[src/rtl/gray_seq_decoder.sv]
// Reflected-gray stream decoder and step checker: registered binary decode, up/down/wrap pulses, and error statistics.
// Optional macro GRAY_DEC_DIR_LOCK_EN adds the DIR input, which makes steps against the locked direction illegal.
module gray_seq_decoder #(
  parameter int unsigned WIDTH     = 4,
  parameter int unsigned ERR_CNT_W = 8
) (
  input  logic                 CLK,
  input  logic                 CDN,
  input  logic                 CLR,
  input  logic                 VALID,
  input  logic [WIDTH-1:0]     G,
`ifdef GRAY_DEC_DIR_LOCK_EN
  input  logic                 DIR,
`endif
  output logic [WIDTH-1:0]     B,
  output logic                 B_VALID,
  output logic                 UP,
  output logic                 DN,
  output logic                 WRAP,
  output logic                 STEP_ERR,
  output logic                 ERR_STICKY,
  output logic [ERR_CNT_W-1:0] ERR_CNT
);

  localparam logic [0:0] ST_IDLE  = 1'b0;
  localparam logic [0:0] ST_TRACK = 1'b1;

  logic [0:0]           state_q, state_d;
  logic [WIDTH-1:0]     b_q, b_d;
  logic                 b_valid_q, b_valid_d;
  logic                 up_q, up_d;
  logic                 dn_q, dn_d;
  logic                 wrap_q, wrap_d;
  logic                 step_err_q, step_err_d;
  logic                 sticky_q, sticky_d;
  logic [ERR_CNT_W-1:0] err_cnt_q, err_cnt_d;

  logic [WIDTH-1:0] g_bin;
  logic [WIDTH-1:0] diff;
  logic             is_up, is_dn, up_ok, dn_ok, illegal;

  always_comb begin
    g_bin = '0;
    g_bin[WIDTH-1] = G[WIDTH-1];
    for (int unsigned i = 1; i < WIDTH; i++) begin
      g_bin[WIDTH-1-i] = g_bin[WIDTH-i] ^ G[WIDTH-1-i];
    end
  end

  // b_q always equals decode(previous sample), so it doubles as the reference register
  always_comb begin
    diff  = g_bin - b_q;
    is_up = (diff == WIDTH'(1));
    is_dn = (diff == '1);
`ifdef GRAY_DEC_DIR_LOCK_EN
    up_ok = is_up && !DIR;
    dn_ok = is_dn && DIR;
`else
    up_ok = is_up;
    dn_ok = is_dn;
`endif
    illegal = (diff != '0) && !up_ok && !dn_ok;
  end

  always_comb begin
    state_d    = state_q;
    b_d        = b_q;
    b_valid_d  = b_valid_q;
    up_d       = 1'b0;
    dn_d       = 1'b0;
    wrap_d     = 1'b0;
    step_err_d = 1'b0;
    sticky_d   = sticky_q;
    err_cnt_d  = err_cnt_q;
    if (CLR) begin
      state_d   = ST_IDLE;
      b_d       = '0;
      b_valid_d = 1'b0;
      sticky_d  = 1'b0;
      err_cnt_d = '0;
    end else if (VALID) begin
      state_d   = ST_TRACK;
      b_d       = g_bin;
      b_valid_d = 1'b1;
      if (state_q == ST_TRACK) begin
        up_d       = up_ok;
        dn_d       = dn_ok;
        wrap_d     = (up_ok && (b_q == '1)) || (dn_ok && (b_q == '0));
        step_err_d = illegal;
        if (illegal) begin
          sticky_d = 1'b1;
          if (err_cnt_q != '1) err_cnt_d = err_cnt_q + ERR_CNT_W'(1);
        end
      end
    end
  end

  always_ff @(posedge CLK or negedge CDN) begin
    if (!CDN) begin
      state_q    <= ST_IDLE;
      b_q        <= '0;
      b_valid_q  <= 1'b0;
      up_q       <= 1'b0;
      dn_q       <= 1'b0;
      wrap_q     <= 1'b0;
      step_err_q <= 1'b0;
      sticky_q   <= 1'b0;
      err_cnt_q  <= '0;
    end else begin
      state_q    <= state_d;
      b_q        <= b_d;
      b_valid_q  <= b_valid_d;
      up_q       <= up_d;
      dn_q       <= dn_d;
      wrap_q     <= wrap_d;
      step_err_q <= step_err_d;
      sticky_q   <= sticky_d;
      err_cnt_q  <= err_cnt_d;
    end
  end

  assign B          = b_q;
  assign B_VALID    = b_valid_q;
  assign UP         = up_q;
  assign DN         = dn_q;
  assign WRAP       = wrap_q;
  assign STEP_ERR   = step_err_q;
  assign ERR_STICKY = sticky_q;
  assign ERR_CNT    = err_cnt_q;

endmodule

[config.mk]
export PLATFORM = sky130hd
export DESIGN_NAME = gray_seq_decoder
export DESIGN_NICKNAME = d
export VERILOG_FILES = /design/src/rtl/gray_seq_decoder.sv
export SDC_FILE = /design/constraint.sdc
export NUM_CORES = 1
export LEC_CHECK = 0
export CAP_MARGIN = 15
export CELL_PAD_IN_SITES_DETAIL_PLACEMENT = 0
export CELL_PAD_IN_SITES_GLOBAL_PLACEMENT = 1
export CORE_MARGIN = 2
export CORE_UTILIZATION = 36
export DETAILED_ROUTE_END_ITERATION = 8
export PLACE_DENSITY_LB_ADDON = 0.1
export SLEW_MARGIN = 20
export SYNTH_ARGS = -nofsm -noshare
export SYNTH_HDL_FRONTEND = slang
export SYNTH_SLANG_ARGS = --single-unit
[constraint.sdc]
create_clock -name CLK -period 3.1 [get_ports CLK]
set_input_delay 0.62 -clock CLK [delete_from_list [all_inputs] [get_ports CLK]]
set_output_delay 0.62 -clock CLK [all_outputs]
set_load 0.05 [all_outputs]
==> reports/qor.yml <==
run_status:
  outcome: "completed"
worst_setup_path:
  cp.required_ns: 3.30
  reg2reg_depth: 8
  crit_path_end_kind: "flip-flop"
  crit_chain: "buf_2, xnor2_4, xnor2_2, xnor2_2, ha_2, inv_2, fa_2, xor2_2, and3b_1, mux2_4, nor4_4, mux2_4"
  reg2reg_slack_ns: 0.64
  crit_path_max_fanout: 8
  arrival_ns: 3.17
  critPathLaunchType: "input port"
  r2r_end: "ERR_CNT[4]"
  reg2reg_from: "B[0]"
  worstSetupPathType: "input port to flip-flop"
  crit_family: "XOR/XNOR gates"
  cpPeakStageDelay_ns: 0.35
  critPathSlowestCell: "fa_2"
  path_buf_inv: 2
hold_path:
  hold_end: "ERR_STICKY"
  hold_path.startpoint: "ERR_STICKY"
  min_path_cells: 2
  hp-class: "flip-flop to flip-flop"
cts:
  htreeDepth: 1
  cts.clk_slew.worst_paths_ns: 0.11
  cts_buffers: 3
  clock_path_buffers: 2
  cts_tree: "built"
  hold_buffers: 0
  cts-root-buf: "clkbuf_4"
  worstSkewPairLatency_ns: 0.30
  numClockSinks: 18
sta:
  period_minus_slack_ns: 2.97
  fin_skew_ns: 0.00664
  maxSlewViolCount: 0
  setup_viol: 0
  hold_violations: 0
  relSlewSlack: 0.459
  tightest_slew_ns: 0.809
  grt_setup_unrepaired: "false"
  fmax_mhz: 337
  post-route-period-util: 0.958
logic_synthesis:
  synth_most_common_cell: "dfrtp_1"
  yosys_most_used_dff: "dfrtp_1"
  yosys.area.top_type_share: 0.432
  synth_warnings: 0
  ys_types: 30
  synth_area_leaders: "dfrtp_1 (43%), nor2_1 (5.0%), ha_1 (4.8%)"
  syn_avg_cell_area_um2: 9.74
  ys_seq_area_frac: 0.432
  synthTopCellsByCount: "dfrtp_1 (18), nor2_1 (14), nand2_1 (8)"
  ys_ff_latch: 18
  synth_area_leader_cell: "dfrtp_1"
  syn_inst: 107
  syn-num-nets: 120
  synth-edff-count: 0
  netlist_area_mm2: 0.00104
  async_flop_share: 1.00
power:
  leakagePower_nw: 0.657
  power_per_cell_area_mw_per_mm2: 430
  total_power_w: 0.000660
  peakVddDrop_v: 0.000268
floorplan:
  die_h_um: 57.8
  pin_count: 26
  start_util: 0.378
  num_rows: 19
  fp.coreArea_mm2: 0.00276
  dieArea_mm2: 0.00334
  fp.dieW_um: 57.8
global_routing:
  grt.total_usage: 0.166
  gr-total-overflow: 0
  antenna_found_initial: 0
  grt_pass1_wl_mm: 4.16
  grt_max_degree: 19
  grt_pass1_vias: 895
layout:
  drive_gt1_frac: 0.270
  multi_input_area_um2: 631
  finalNetCount: 163
  diodes: 0
  fillerInstances: 257
  seq_area_um2: 450
  design_area_mm2: 0.00154
  area_growth_pct: 47.3
drt:
  wl_per_cell_um: 13.6
  via_per_inst: 5.14
  route.detailed.drc: 0
  totalWireLength_mm: 2.44
  drtAntennaViolNets: 0
  dr_total_vias: 920
  drt_iter0_markers: 33
  first_pass_iters: 4
run:
  maxCapViolations: 0
place:
  place_area_mm2: 0.00149
  port_buffers: 25
  gp_congestion: 0.819
  dp_hpwl_mm: 1.81
[how the worst max path moves through the flow]
stage	startpoint	end	slack, ns	cells after the start
after CTS	G[2]	ERR_CNT[4]	0.008	12
final	G[3]	ERR_CNT[4]	0.13	12
after global routing	G[3]	ERR_CNT[4]	0.09	12
after floorplan	G[3]	ERR_CNT[4]	-0.05	11
after detailed placement	G[3]	ERR_CNT[4]	-0.62	12
after global placement	G[3]	ERR_CNT[4]	-0.56	12
[power breakdown]
| group | internal, W | switching, W | leakage, nW |
|---|---|---|---|
| logic | 0.000141 | 0.000143 | 0.398 |
| clock network | 0.0000453 | 0.0000747 | 0.0138 |
| registers | 0.000244 | 0.0000117 | 0.245 |
[metrics by stage]
step | setup TNS (ns) | hold slack, ns | setup WS [ns] | instances | util
final | 0 | 0.523 | 0.130 | 179 | 0.557
after global routing | 0 | 0.572 | 0.0925 | 179 | 0.557
after CTS | 0 | 0.533 | 0.00753 | 178 | 0.554
after detailed placement | -4.54 | 0.505 | -0.623 | 174 | 0.539
after global placement | -3.94 | 0.484 | -0.559 | 174 | 0.539
after floorplan | -0.0659 | 0.324 | -0.0533 | 107 | -
[cells by family after synthesis]
logic type	count (synthesis)	synth area share
XOR/XNOR	7	0.0732
buffers and inverters	11	0.0396
flip-flops	18	0.432
AO/OA/AOI/OAI	14	0.0864
AND/OR/NAND/NOR	44	0.216
adder cells (fa/ha/maj)	5	0.0672
multiplexers	8	0.0852
[worst register-to-register path, stage by stage, from the launching register on]
cell and delay (ns):
dfrtp_1 0.45, ha_2 0.23, inv_2 0.04, fa_2 0.35
xor2_2 0.17, and3b_1 0.18, mux2_4 0.33, nor4_4 0.30
mux2_4 0.32
[per-layer routing]
layer	wire, µm	track usage	vias up	part of all wire
met4	27	0.0498	0	0.011
met1	1160	0.229	432	0.48
met2	1150	0.258	20	0.47
li1	-	-	464	-
met5	0	0	-	0
met3	102	0.0424	4	0.042
[state kept, by name (all words and copies together), names as in the netlist]
name        count
B               4
STEP_ERR        1
WRAP            1
ERR_STICKY      1
UP              1
ERR_CNT         8
DN              1
B_VALID         1
[area by class of cell]
class,instances,area share
clock buffer,3,0.0147
sequential,18,0.293
timing repair buffer,42,0.239
multi-input combinational,78,0.411
inverter,7,0.0171
tap,31,0.0253
[cells in the final DEF, fill, tap and decap left out, types with 3 or more instances in the layout]
cell / Yosys / routed
a21oi_1: 6 / 5
buf_4: 0 / 17
clkbuf_4: 0 / 3
clkdlybuf4s50_1: 0 / 22
dfrtp_1: 18 / 18
ha_1: 4 / 3
inv_1: 7 / 6
mux2i_1: 4 / 4
nand2_1: 8 / 8
nand3_1: 3 / 3
nor2_1: 14 / 14
nor2b_1: 3 / 3
nor4_1: 5 / 3
xnor2_2: 2 / 4
[timing repair]
item	4_1_cts	5_1_grt
endpoints found under the setup margin	9	5
resized for setup	7	5
hold endpoints to repair	0	0
setup buffers	1	1
pin swaps	3	3
gates cloned	0	0
Note: power is estimated with default switching activity, not from simulation.
